File: src/rtl/regfile_pkg.sv
// Shared register-file constants and the write-request record used by the
// writeback path and the register file itself.
package regfile_pkg;
    localparam int ADDR_WIDTH = 5;
    localparam int DATA_WIDTH = 32;
    localparam int NUM_REGS   = 2 ** ADDR_WIDTH;

    typedef struct packed {
        logic [ADDR_WIDTH-1:0] addr;
        logic [DATA_WIDTH-1:0] data;
    } reg_write_t;
endpackage

File: src/rtl/register_write_arbiter_fifo.sv
// Per-requester write queue: circular buffer with head peek and a per-entry
// valid/address view so the top can build the pending-write mask.
module reg_write_fifo #(
    parameter int DEPTH      = 2,
    parameter int ADDR_WIDTH = regfile_pkg::ADDR_WIDTH,
    parameter int DATA_WIDTH = regfile_pkg::DATA_WIDTH
) (
    input  logic                             clk,
    input  logic                             resetN,
    input  logic                             push,
    input  logic [ADDR_WIDTH-1:0]            pushAddr,
    input  logic [DATA_WIDTH-1:0]            pushData,
    input  logic                             pop,
    output logic                             full,
    output logic                             empty,
    output logic [ADDR_WIDTH-1:0]            headAddr,
    output logic [DATA_WIDTH-1:0]            headData,
    output logic [DEPTH-1:0]                 entryValid,
    output logic [DEPTH-1:0][ADDR_WIDTH-1:0] entryAddr
);
    localparam int PTR_W = $clog2(DEPTH);
    localparam int CNT_W = PTR_W + 1;

    logic [ADDR_WIDTH-1:0] addrMem [DEPTH];
    logic [DATA_WIDTH-1:0] dataMem [DEPTH];
    logic [PTR_W-1:0]      rdPtrReg;
    logic [PTR_W-1:0]      wrPtrReg;
    logic [CNT_W-1:0]      countReg;
    logic                  doPush;
    logic                  doPop;

    assign full     = (countReg == CNT_W'(DEPTH));
    assign empty    = (countReg == '0);
    assign doPush   = push && !full;
    assign doPop    = pop && !empty;
    assign headAddr = addrMem[rdPtrReg];
    assign headData = dataMem[rdPtrReg];

    // Storage carries no reset; only the pointers and count define validity.
    always_ff @(posedge clk) begin
        if (doPush) begin
            addrMem[wrPtrReg] <= pushAddr;
            dataMem[wrPtrReg] <= pushData;
        end
    end

    always_ff @(posedge clk) begin
        if (!resetN) begin
            rdPtrReg <= '0;
            wrPtrReg <= '0;
            countReg <= '0;
        end else begin
            if (doPush) wrPtrReg <= wrPtrReg + 1'b1;
            if (doPop)  rdPtrReg <= rdPtrReg + 1'b1;
            countReg <= countReg + CNT_W'(doPush) - CNT_W'(doPop);
        end
    end

    // An entry is live when its distance from the read pointer is below the count.
    genvar gi;
    generate
        for (gi = 0; gi < DEPTH; gi++) begin : gEntry
            logic [PTR_W-1:0] offset;
            assign offset         = PTR_W'(gi) - rdPtrReg;
            assign entryValid[gi] = ({1'b0, offset} < countReg);
            assign entryAddr[gi]  = addrMem[gi];
        end
    endgenerate
endmodule

File: src/rtl/register_write_arbiter.sv
// Two-requester writeback arbiter: A/B queues drained round-robin into a
// registered register-file write stage, plus a pending-write hazard mask.
module register_write_arbiter #(
    parameter int DEPTH      = 2,
    parameter int ADDR_WIDTH = regfile_pkg::ADDR_WIDTH,
    parameter int DATA_WIDTH = regfile_pkg::DATA_WIDTH
) (
    input  logic                     clk,
    input  logic                     resetN,
    input  logic                     aValid,
    output logic                     aReady,
    input  logic [ADDR_WIDTH-1:0]    aRegister,
    input  logic [DATA_WIDTH-1:0]    aData,
    input  logic                     bValid,
    output logic                     bReady,
    input  logic [ADDR_WIDTH-1:0]    bRegister,
    input  logic [DATA_WIDTH-1:0]    bData,
    output logic [ADDR_WIDTH-1:0]    writeRegister,
    output logic [DATA_WIDTH-1:0]    writeData,
    output logic                     regWrite,
    output logic                     lastGrant,
    output logic [2**ADDR_WIDTH-1:0] pendingMask
);
    localparam int NUM_REGS = 2 ** ADDR_WIDTH;

    logic                             aFull, aEmpty, bFull, bEmpty;
    logic [ADDR_WIDTH-1:0]            aHeadAddr, bHeadAddr, popAddr;
    logic [DATA_WIDTH-1:0]            aHeadData, bHeadData, popData;
    logic [DEPTH-1:0]                 aEntryValid, bEntryValid;
    logic [DEPTH-1:0][ADDR_WIDTH-1:0] aEntryAddr, bEntryAddr;
    logic                             grantB, popA, popB;
    logic [ADDR_WIDTH-1:0]            writeRegisterReg;
    logic [DATA_WIDTH-1:0]            writeDataReg;
    logic                             regWriteReg;
    logic                             lastGrantReg;
    logic [NUM_REGS-1:0]              maskNext;

    // Ready is held low throughout reset so nothing is accepted into a queue being flushed.
    assign aReady = resetN && !aFull;
    assign bReady = resetN && !bFull;

    reg_write_fifo #(.DEPTH(DEPTH), .ADDR_WIDTH(ADDR_WIDTH), .DATA_WIDTH(DATA_WIDTH)) fifoA (
        .clk(clk), .resetN(resetN),
        .push(aValid && aReady), .pushAddr(aRegister), .pushData(aData),
        .pop(popA), .full(aFull), .empty(aEmpty),
        .headAddr(aHeadAddr), .headData(aHeadData),
        .entryValid(aEntryValid), .entryAddr(aEntryAddr)
    );

    reg_write_fifo #(.DEPTH(DEPTH), .ADDR_WIDTH(ADDR_WIDTH), .DATA_WIDTH(DATA_WIDTH)) fifoB (
        .clk(clk), .resetN(resetN),
        .push(bValid && bReady), .pushAddr(bRegister), .pushData(bData),
        .pop(popB), .full(bFull), .empty(bEmpty),
        .headAddr(bHeadAddr), .headData(bHeadData),
        .entryValid(bEntryValid), .entryAddr(bEntryAddr)
    );

    // On a tie the requester not served last wins.
    assign grantB  = !bEmpty && (aEmpty || !lastGrantReg);
    assign popB    = grantB;
    assign popA    = !aEmpty && !grantB;
    assign popAddr = grantB ? bHeadAddr : aHeadAddr;
    assign popData = grantB ? bHeadData : aHeadData;

    always_ff @(posedge clk) begin
        if (!resetN) begin
            writeRegisterReg <= '0;
            writeDataReg     <= '0;
            regWriteReg      <= 1'b0;
            lastGrantReg     <= 1'b1;
        end else if (popA || popB) begin
            writeRegisterReg <= popAddr;
            writeDataReg     <= popData;
            regWriteReg      <= (popAddr != '0);
            lastGrantReg     <= grantB;
        end else begin
            regWriteReg      <= 1'b0;
        end
    end

    always_comb begin
        maskNext = '0;
        for (int i = 0; i < DEPTH; i++) begin
            if (aEntryValid[i]) maskNext[aEntryAddr[i]] = 1'b1;
            if (bEntryValid[i]) maskNext[bEntryAddr[i]] = 1'b1;
        end
        if (regWriteReg) maskNext[writeRegisterReg] = 1'b1;
        maskNext[0] = 1'b0;
    end

    assign writeRegister = writeRegisterReg;
    assign writeData     = writeDataReg;
    assign regWrite      = regWriteReg;
    assign lastGrant     = lastGrantReg;
    assign pendingMask   = maskNext;
endmodule

File: config.mk
export PLATFORM = sky130hd
export DESIGN_NAME = register_write_arbiter
export DESIGN_NICKNAME = d
export VERILOG_FILES = /design/src/rtl/regfile_pkg.sv /design/src/rtl/register_write_arbiter_fifo.sv /design/src/rtl/register_write_arbiter.sv
export SDC_FILE = /design/constraint.sdc
export NUM_CORES = 1
export LEC_CHECK = 0
export BUFFER_PORTS_ARGS = -buffer_cell sky130_fd_sc_hd__buf_2
export CORE_MARGIN = 2
export CORE_UTILIZATION = 55
export DETAILED_ROUTE_END_ITERATION = 16
export GPL_ROUTABILITY_DRIVEN = 0
export PLACE_DENSITY = 0.74
export SYNTH_ARGS = -nofsm -noshare
export SYNTH_HDL_FRONTEND = slang
export SYNTH_SLANG_ARGS = --single-unit
export TNS_END_PERCENT = 1
File: constraint.sdc
create_clock -name clk -period 3.3 [get_ports clk]
set_input_delay 0.33 -clock clk [delete_from_list [all_inputs] [get_ports clk]]
set_output_delay 0.33 -clock clk [all_outputs]
set_load 0.01 [all_outputs]
# After elaboration in Yosys (flattened, before gate mapping)
# Memory sizes are Yosys's and may differ from the RTL's. A register that Yosys moved wholly into a read port is not among the register bits.
# Cells that the tools add are included.
# Widths: inputs -> output; s select.
dict set report classes {
  order_cmp 14
  muxes 29
  bitwise_logic 4
  eq_ne 2
  reduce_logical 27
  add_sub_neg 12
}
# cell n
set op_table {}
lappend op_table {{$mux 32} 6}
lappend op_table {{$or 32x32->32} 4}
lappend op_table {{$lt 5x6->1 const B} 5}
lappend op_table {{$demux 1 s5} 5}
lappend op_table {{$ge 5x1->1 const B} 5}
lappend op_table {{$mux 1} 17}
lappend op_table {{$logic_and 1x1->1} 15}
lappend op_table {{$lt 1x2->1} 4}
lappend op_table {{$logic_not 1->1} 6}
lappend op_table {{$mux 5} 1}
lappend op_table {{$reduce_bool 5->1} 1}
lappend op_table {{$add 1x1->1 const B} 4}
lappend op_table {{$add 2x1->2} 2}
lappend op_table {{$eq 2x2->1 const B} 2}
lappend op_table {{$logic_not 2->1} 2}
lappend op_table {{$sub 1x1->1 const A} 4}
lappend op_table {{$sub 2x1->2} 2}
lappend op_table {{$logic_or 1x1->1} 2}
lappend op_table {{$reduce_and 2->1} 1}
dict set report totals {
  mem_bits_rw 148
  word_cells 102
  regBits 47
  output_inout_bits 73
  inputBits 78
  n_memories 4
}
# name depth width rd rd_ports_with_merged_regs write_ports line
set mem_list {}
lappend mem_list {fifoA.dataMem 2 32 1 1 1 register_write_arbiter_fifo.sv:25} ;# logic [DATA_WIDTH-1:0] dataMem [DEPTH];
lappend mem_list {fifoB.dataMem 2 32 1 1 1 register_write_arbiter_fifo.sv:25}
lappend mem_list {fifoA.addrMem 2 5 3 1 1 register_write_arbiter_fifo.sv:24} ;# logic [ADDR_WIDTH-1:0] addrMem [DEPTH];
lappend mem_list {fifoB.addrMem 2 5 3 1 1 register_write_arbiter_fifo.sv:24}

# Depth between registers and ports, before layout
# Gate-level depths: netlist (run 1).
# An unclocked memory read counts as a cell.
dict set report depth {
  ltp_word 14
  mapped_depth 12
  depth_no_buf 9
}

# Cells and area by module
# A second synthesis (run 1) with hierarchy kept.
dict set report unflattened {
  cells_unflattened 707
  hier_area_um2 9450.3
}
# module cells_per_inst seq_area_each_um2 area_per_inst_um2 instances
set by_module_without_submodules {}
lappend by_module_without_submodules {reg_write_fifo 145 2322.2 3076.7 2}
lappend by_module_without_submodules {register_write_arbiter 417 780.7 3296.9 1}

# Least setup slack after synthesis (run 1)
# No wires, ideal clock.
dict set report synth_path {
  path_kind {register -> register}
  startpoint {reg fifoA.countReg[1]}
  endpoint {mem fifoA.addrMem[0][0], enable pin}
  path_buffers 0
  required_time_ns 2.869
  stages_incl_launch_ff 4
  t_arrival_ns 2.273
  setup_slack_ns 0.596
  setup_time_ns 0.431
  synth_period_minus_slack_ns 2.704
  path_cell_list {dfxtp_1 > inv_1 > o211ai_1 > nor2_1}
}
dict set report synth_via {
  elab_chain_cells 7
}
# item line
set synth_rtl {}
lappend synth_rtl {{start, declared} register_write_arbiter_fifo.sv:28} ;# logic [CNT_W-1:0] countReg;
lappend synth_rtl {{start signal, assigned} register_write_arbiter_fifo.sv:55} ;# countReg <= countReg + CNT_W'(doPush) - CNT_W'(doPop);
lappend synth_rtl {{$eq 2x2->1 (*)} register_write_arbiter_fifo.sv:32} ;# assign full = (countReg == CNT_W'(DEPTH));
lappend synth_rtl {{$logic_not 1->1 (*)} {register_write_arbiter_fifo.sv:34, register_write_arbiter.sv:39}}
lappend synth_rtl {{$logic_and 1x1->1} register_write_arbiter.sv:39} ;# assign aReady = resetN && !aFull;
lappend synth_rtl {{$logic_and 1x1->1} register_write_arbiter.sv:44} ;# .push(aValid && aReady), .pushAddr(aRegister), .pushData(aData),
lappend synth_rtl {{$logic_and 1x1->1 (*)} register_write_arbiter_fifo.sv:34} ;# assign doPush = push && !full;
lappend synth_rtl {{$mux 1 (*)} register_write_arbiter_fifo.sv:41} ;# if (doPush) begin
lappend synth_rtl {{$mux 1 (not written as such) (*)} register_write_arbiter_fifo.sv:42} ;# addrMem[wrPtrReg] <= pushAddr;
lappend synth_rtl {{end, declared} register_write_arbiter_fifo.sv:24}
# Every way passes the cells marked *; elsewhere a longest branch is shown, timed or not.

# Worst setup path after layout (run 1)
dict set report layout_path {
  startpoint {reg fifoB.countReg[1]}
  endpoint {out pendingMask[6]}
}
dict set report layout_via {
  elab_chain_cells 8
  word_cells_on_any_way 9
  classes_between {2 x order compare; 4 x mux; 3 x bitwise}
}
# item line
set layout_rtl {}
lappend layout_rtl {{start, declared} register_write_arbiter_fifo.sv:28}
lappend layout_rtl {{start signal, assigned} register_write_arbiter_fifo.sv:55}
lappend layout_rtl {{$lt 1x2->1} register_write_arbiter_fifo.sv:65} ;# assign entryValid[gi] = ({1'b0, offset} < countReg);
lappend layout_rtl {{$mux 32} register_write_arbiter.sv:85} ;# if (bEntryValid[i]) maskNext[bEntryAddr[i]] = 1'b1;
lappend layout_rtl {{$or 32x32->32 (no source line)} --}
lappend layout_rtl {{$mux 32} register_write_arbiter.sv:84} ;# if (aEntryValid[i]) maskNext[aEntryAddr[i]] = 1'b1;
lappend layout_rtl {{$or 32x32->32 (no source line)} --}
lappend layout_rtl {{$mux 32 (*)} register_write_arbiter.sv:85}
lappend layout_rtl {{$or 32x32->32 (no source line)} --}
lappend layout_rtl {{$mux 32 (*)} register_write_arbiter.sv:87} ;# if (regWriteReg) maskNext[writeRegisterReg] = 1'b1;
lappend layout_rtl {{end, declared} register_write_arbiter.sv:22} ;# output logic [2**ADDR_WIDTH-1:0] pendingMask
# Marked as above.

==> results.ini, run 1 <==
[cts]
tritoncts_clock_tree = yes
clock-sinks = 197
post-cts-setup-buffers = 0
cts.clk_slew.worst_paths_ns = 0.07
cts_resized = 0
numCtsBuffers = 17
post_cts_hold_buffer_count = 0
cts-htree-levels = 4
ctsRootBufferMaster = clkbuf_16
clock_path_buffers = 2
worst_skew_pair.late_latency_ns = 0.43

[yosys]
syn_nets = 786
number_of_synthesized_flops_with_an_enable_pin = 148
synth.top_cells.by_count = 148 x edfxtp_1, 64 x nand2_1, 62 x mux2i_1, 49 x dfxtp_1, 45 x nor2_1
post_synth_inst_count = 704
yosys.area.top_type = edfxtp_1
synth_cell_type_count = 60
synth_top_cells_by_area = edfxtp_1 51%, dfxtp_1 11%, mux2i_1 7.1%, nand2_1 2.7%, a22oi_1 2.6%
synthArstFlopShare_pct = 0
synthesis.area_per_instance_um2 = 12.5
post_synthesis_register_bit_count = 197
synth.most_common_cell = edfxtp_1
synth_top_cell_area_share_pct = 50.6
post_synth_instance_area_um2 = 8790
synth.yosys.seq_area_share_pct = 61.7
yosys_warnings = 0
synthFlopType = edfxtp_1

[floorplan]
fp.dieH_um = 130
die_area_um2 = 17000
die_x_um = 130
ios = 151
floorplan.initialDensity_pct = 55.7
number_of_rows_created_at_floorplan = 46
coreArea_um2 = 15800

[timing]
max_freq_ghz = 0.331
unrepaired_setup_endpoints_after_global_routing = false
finalCritPeriodShare_pct = 91.5
maxSlewViolCount = 0
slew_headroom_pct = 14.7
tightestPinTransition_ns = 1.27
setup_viol = 0
post-route-min-period_ns = 3.02
finalHoldWorstSlack_ns = 0.0849
totalNegativeSetupSlack_ns = 0
clock-skew-final_ns = 0.00917
final-hold-violation-count = 0

[global_routing]
grt_start_max_net_pins = 38
globalRouteTotalUtil_pct = 27.4
antenna_violations_before_repair = 2
global_route.overflow_total = 0
grt_pass1_vias = 6692
first_pass_grt_wire_length_um = 34900

[hold_path]
timing.hold.worst.start = bData[14]
hp-class = in2reg
whs_path_depth = 1
hold_path_sink = fifoB.dataMem[1][14]

[job]
number_of_max_cap_violations = 0

[drt]
drc = 0
finalWirelength_um = 22800
detailroute.wirelength.met3_um = 2490
initialDrtViolationCount = 798
remaining_antenna_violation_count = 0
met2RoutedLength_um = 10800
drt-wirelength-per-cell_um = 21.2
dr.pass1.iters = 9
dr_total_vias = 6736
dr_top_layer = met4
avgViaCountPerCell = 6.27
met1_length_um = 8650

[placed_design]
port_buffers = 149
place_inst = 1041
dp.final_hpwl_um = 15000

[critical_path]
r2r_end = fifoA.countReg[1]
worstPathMaxFanout = 8
cp.required_ns = 2.97
cells_on_worst_reg2reg_path = 10
ff2ff_setup_slack_ns = 1.11
class_of_the_most_critical_setup_path = reg2out
worstSetupStartpointType = register
critical_path.endpoint_type = output pin
timing.critical_path.arrival_ns = 2.69
critical_path.reg2reg.startpoint = fifoB.countReg[1]

[pwr]
report.power.total_w = 0.00786
power.ir.vdd_worst_mv = 0.518
total_leakage_power_nw = 3.86
power.density_cell_area_nw_per_um2 = 762

[cells_and_area]
final-instance-count-excl-fill = 1075
fin_nets = 926
multi_input_area_um2 = 3140
ff_latch_area_um2 = 5430
flow.area_growth_from_synthesis_pct = 17.5
drive_gt1_share_pct = 25.1
fillCellCount = 1206

[outcome]
run_status = complete, no violations

routing by layer:
layer  GRT usage, %  vias to the layer above
li1               -                     2992
met3           8.18                       86
met5              0                        -
met1           34.5                     3195
met2           44.7                      463
met4           11.4                        0
state kept, by name, summed over array words and instances, names as in the netlist, 2 cells and up, named ones only:
signal,count
fifoB.dataMem,64
fifoA.addrMem,10
writeRegister,5
fifoA.dataMem,64
fifoA.countReg,2
fifoB.addrMem,10
fifoB.countReg,2
writeData,32
power breakdown:
part	switching, W	internal (W)	leakage, nW
clock network	0.000920	0.00106	0.274
logic	0.00144	0.000998	1.82
registers	0.000402	0.00305	1.76
total	0.00276	0.00510	3.86
logic make-up after synthesis:
logic type                 after synthesis  synth area share, %
and+or+nand+nor                        240                 14.4
DFF                                    197                 61.7
AOI/OAI and AO/OA                      134                 12.3
muxes                                   64                 7.32
buffers and inverters                   56                 2.82
xor gates and xnor gates                 8                0.797
adders and majority gates                4                0.569
other                                    1               0.0427
through the flow:
stage / setup WS, ns / util [%] / instance area, µm²
6_report: 0.281 / 65.5 / 10300
5_1_grt: 0.0408 / 65.4 / 10300
4_1_cts: 0.435 / 65.4 / 10300
3_5_place_dp: 0.907 / 61.8 / 9750
3_3_place_gp: 1.01 / 61.8 / 9750
2_1_floorplan: 0.596 / - / 8790
area by class of cell:
class	count	share of cell area (%)
diodes	2	0.0485
inverters	12	0.460
clock inverters	15	1.41
clock buffers	17	4.12
multi-input cells	451	30.4
repair buffers	165	8.39
flip-flops and latches	197	52.6
well taps	216	2.62
critical path, cell delays in order (launching register included):
cell      delay (ns)
dfxtp_1         0.49
clkinv_1        0.29
a21boi_0        0.98
a22oi_1         0.22
nand3_1         0.14
buf_2           0.13
layout by cell type, fill, tap and decap left out, types with 18 or more instances in the layout:
cell      netlist  final
nor3b_1        18     18
and2_1         27     27
nor2_1         45     43
o221ai_1       25     25
nand3_1        26     26
a22oi_1        30     30
nand2_1        64     64
edfxtp_1      148    148
buf_2          10    149
dfxtp_1        49     47
mux2i_1        62     62
worst max path at each step:
stage	depth (start not counted)	from	endpoint	slack (ns)
2_1_floorplan	3	fifoA.countReg[1]	fifoA.addrMem[0][0]	0.60
3_3_place_gp	5	resetN	fifoA.dataMem[1][25]	1.01
3_5_place_dp	5	fifoB.countReg[1]	pendingMask[6]	0.91
4_1_cts	5	fifoB.countReg[1]	pendingMask[6]	0.44
5_1_grt	5	fifoB.countReg[1]	pendingMask[4]	0.04
6_report	5	fifoB.countReg[1]	pendingMask[6]	0.28
(Power assumes the default switching activity.)
==> run 2, diff against run 1 <==
==> constraint.sdc (replaced) <==
create_clock -name clk -period 3.6 [get_ports clk]
set_input_delay 0.36 -clock clk [delete_from_list [all_inputs] [get_ports clk]]
set_output_delay 0.36 -clock clk [all_outputs]
set_load 0.01 [all_outputs]
==> results.ini, run 2 (synthesis results as in run 1) <==
[timing]
post-route-min-period_ns = 3.10
tightestPinTransition_ns = 1.25  ; -0.0218 ns
max_freq_ghz = 0.323
slew_headroom_pct = 16.6  ; +1.9 points
unrepaired_setup_endpoints_after_global_routing = false
maxSlewViolCount = 0  ; unchanged
setup_viol = 0  ; unchanged
clock-skew-final_ns = 0.0137  ; +0.00458 ns
final-hold-violation-count = 0  ; unchanged
totalNegativeSetupSlack_ns = 0  ; unchanged
worst_slack_ns = 0.501  ; +0.221 ns
finalCritPeriodShare_pct = 86.1

[critical_path]
class_of_the_most_critical_setup_path = reg2out
timing.critical_path.arrival_ns = 2.74  ; +0.05 ns
worstPathMaxFanout = 8  ; unchanged
worst_path_largest_cell_delay_ns = 1.01  ; +0.03 ns
critical_path.endpoint_type = output pin
worstSetupStartpointType = register
crit_slowest_cell = nor3b_1
cp_cell_sequence = a21oi_1 > nor3b_1 > a22oi_1 > nand2_1 > buf_2
cp.required_ns = 3.24  ; +0.27 ns

[cts]
post-cts-setup-buffers = 0  ; unchanged
worst_skew_pair.late_latency_ns = 0.43  ; about the same
cts-htree-levels = 4  ; unchanged
tritoncts_clock_tree = yes
clock-sinks = 197  ; unchanged
post_cts_hold_buffer_count = 0  ; unchanged
cts.clk_slew.worst_paths_ns = 0.07  ; about the same
cts_resized = 0  ; unchanged
clock_path_buffers = 2  ; unchanged
numCtsBuffers = 17  ; unchanged
ctsRootBufferMaster = clkbuf_16

[floorplan]
ios = 151  ; unchanged
die_area_um2 = 17000  ; unchanged
coreArea_um2 = 15800  ; unchanged
fp.dieH_um = 130  ; unchanged
floorplan.initialDensity_pct = 55.7  ; unchanged
die_x_um = 130  ; unchanged
number_of_rows_created_at_floorplan = 46  ; unchanged

[drt]
remaining_antenna_violation_count = 0  ; unchanged
drc = 0  ; unchanged
finalWirelength_um = 22500  ; -1.1%
dr.pass1.iters = 10  ; +1
dr_total_vias = 6672  ; -0.95%
avgViaCountPerCell = 6.24  ; -0.49%
drt-wirelength-per-cell_um = 21.0  ; -0.67%
initialDrtViolationCount = 866  ; +8.5%

[outcome]
run_status = complete, no violations

[cells_and_area]
flow.area_growth_from_synthesis_pct = 17.0
drive_gt1_share_pct = 24.3  ; -0.76 points
layout.cells.most_common = buf_2
final_cell_area_um2 = 10300  ; -0.36%
post-route-util_pct = 65.2  ; -0.24 points
most-common-layout-cells = 149 x buf_2, 148 x edfxtp_1, 64 x nand2_1, 62 x mux2i_1, 47 x dfxtp_1
fin_nets = 920  ; -0.65%
fillCellCount = 1211  ; +0.41%

[job]
number_of_max_cap_violations = 0  ; unchanged

[placed_design]
dp.final_hpwl_um = 14900  ; -1.0%
placed_area_um2 = 9700  ; -0.46%
port_buffers = 149  ; unchanged
pre_cts_slack_ns = 1.16  ; +0.250 ns

[global_routing]
global_route.overflow_total = 0  ; unchanged
grt_start_max_net_pins = 38  ; unchanged
grt_pass1_vias = 6764  ; +1.1%
first_pass_grt_wire_length_um = 34600  ; -1.0%
antenna_violations_before_repair = 3  ; +1
globalRouteTotalUtil_pct = 26.9  ; -0.51 points

[pwr]
total_leakage_power_nw = 3.83  ; -0.63%
power.ir.vdd_worst_mv = 0.363  ; -30%
report.power.total_w = 0.00719  ; -8.6%
power.density_cell_area_nw_per_um2 = 699  ; -8.3%

[hold_path]
hp-class = in2reg

[run 2: cell types whose count changed in the layout (fill, tap and decap cells not counted), sizes merged]
cell and delta:
diode +1, inv -6, bufinv +1, buf -6
clkbuf +2, clkinv +4, clkinvlp -1
[run 2: metrics by stage]
step / cells / hold slack [ns]
after floorplan: 704 / 0.459
after global placement: 1035 / 0.494
after detailed placement: 1035 / 0.496
after CTS: 1067 / 0.106
after global routing: 1067 / 0.107
final: 1070 / 0.118
[run 2: metal layers]
layer / global-route usage [%] / vias to the layer above / share of wire [%]
met5: 0 / - / 0
met4: 9.95 / 0 / 3.3
met3: 7.94 / 99 / 9.9
met2: 44.1 / 442 / 47
met1: 34.3 / 3150 / 40
li1: - / 2981 / -
[run 2: worst max-delay path: cells and delay by family, from the launching register on]
family	cells	cell delay, ns
buffers and inverters	1	0.15
AND/OR/NAND/NOR	2	1.21
AO/OA/AOI/OAI	2	0.47
flip-flops	1	0.48
[run 2: layout make-up]
cell class	count	area, µm²	share of cell area (%)
diodes	3	7.51	0.0730
clock buffers	19	443	4.31
clock inverters	13	133	1.29
inverters	12	47.5	0.462
multi-input cells	451	3140	30.5
flip-flops and latches	197	5430	52.8
well taps	216	270	2.63
repair buffers	159	821	7.98
[run 2: worst paths after layout]
path                                         from                   to  slack [ns]  depth (start not counted)
worst max register to register           register             regWrite        1.34                          5
worst max-delay path            fifoB.countReg[0]      pendingMask[10]        0.50                          5
worst min-delay path                     aData[6]  fifoA.dataMem[0][6]        0.12                          1
worst min register to register      writeData[23]        writeData[23]        0.50                          2
[run 2: where the power goes]
| group | total [W] | internal [W] | leakage, nW | switching, W |
|---|---|---|---|---|
| logic | 0.00216 | 0.000897 | 1.79 | 0.00127 |
| registers | 0.00320 | 0.00279 | 1.76 | 0.000403 |
| clock network | 0.00183 | 0.00104 | 0.282 | 0.000787 |
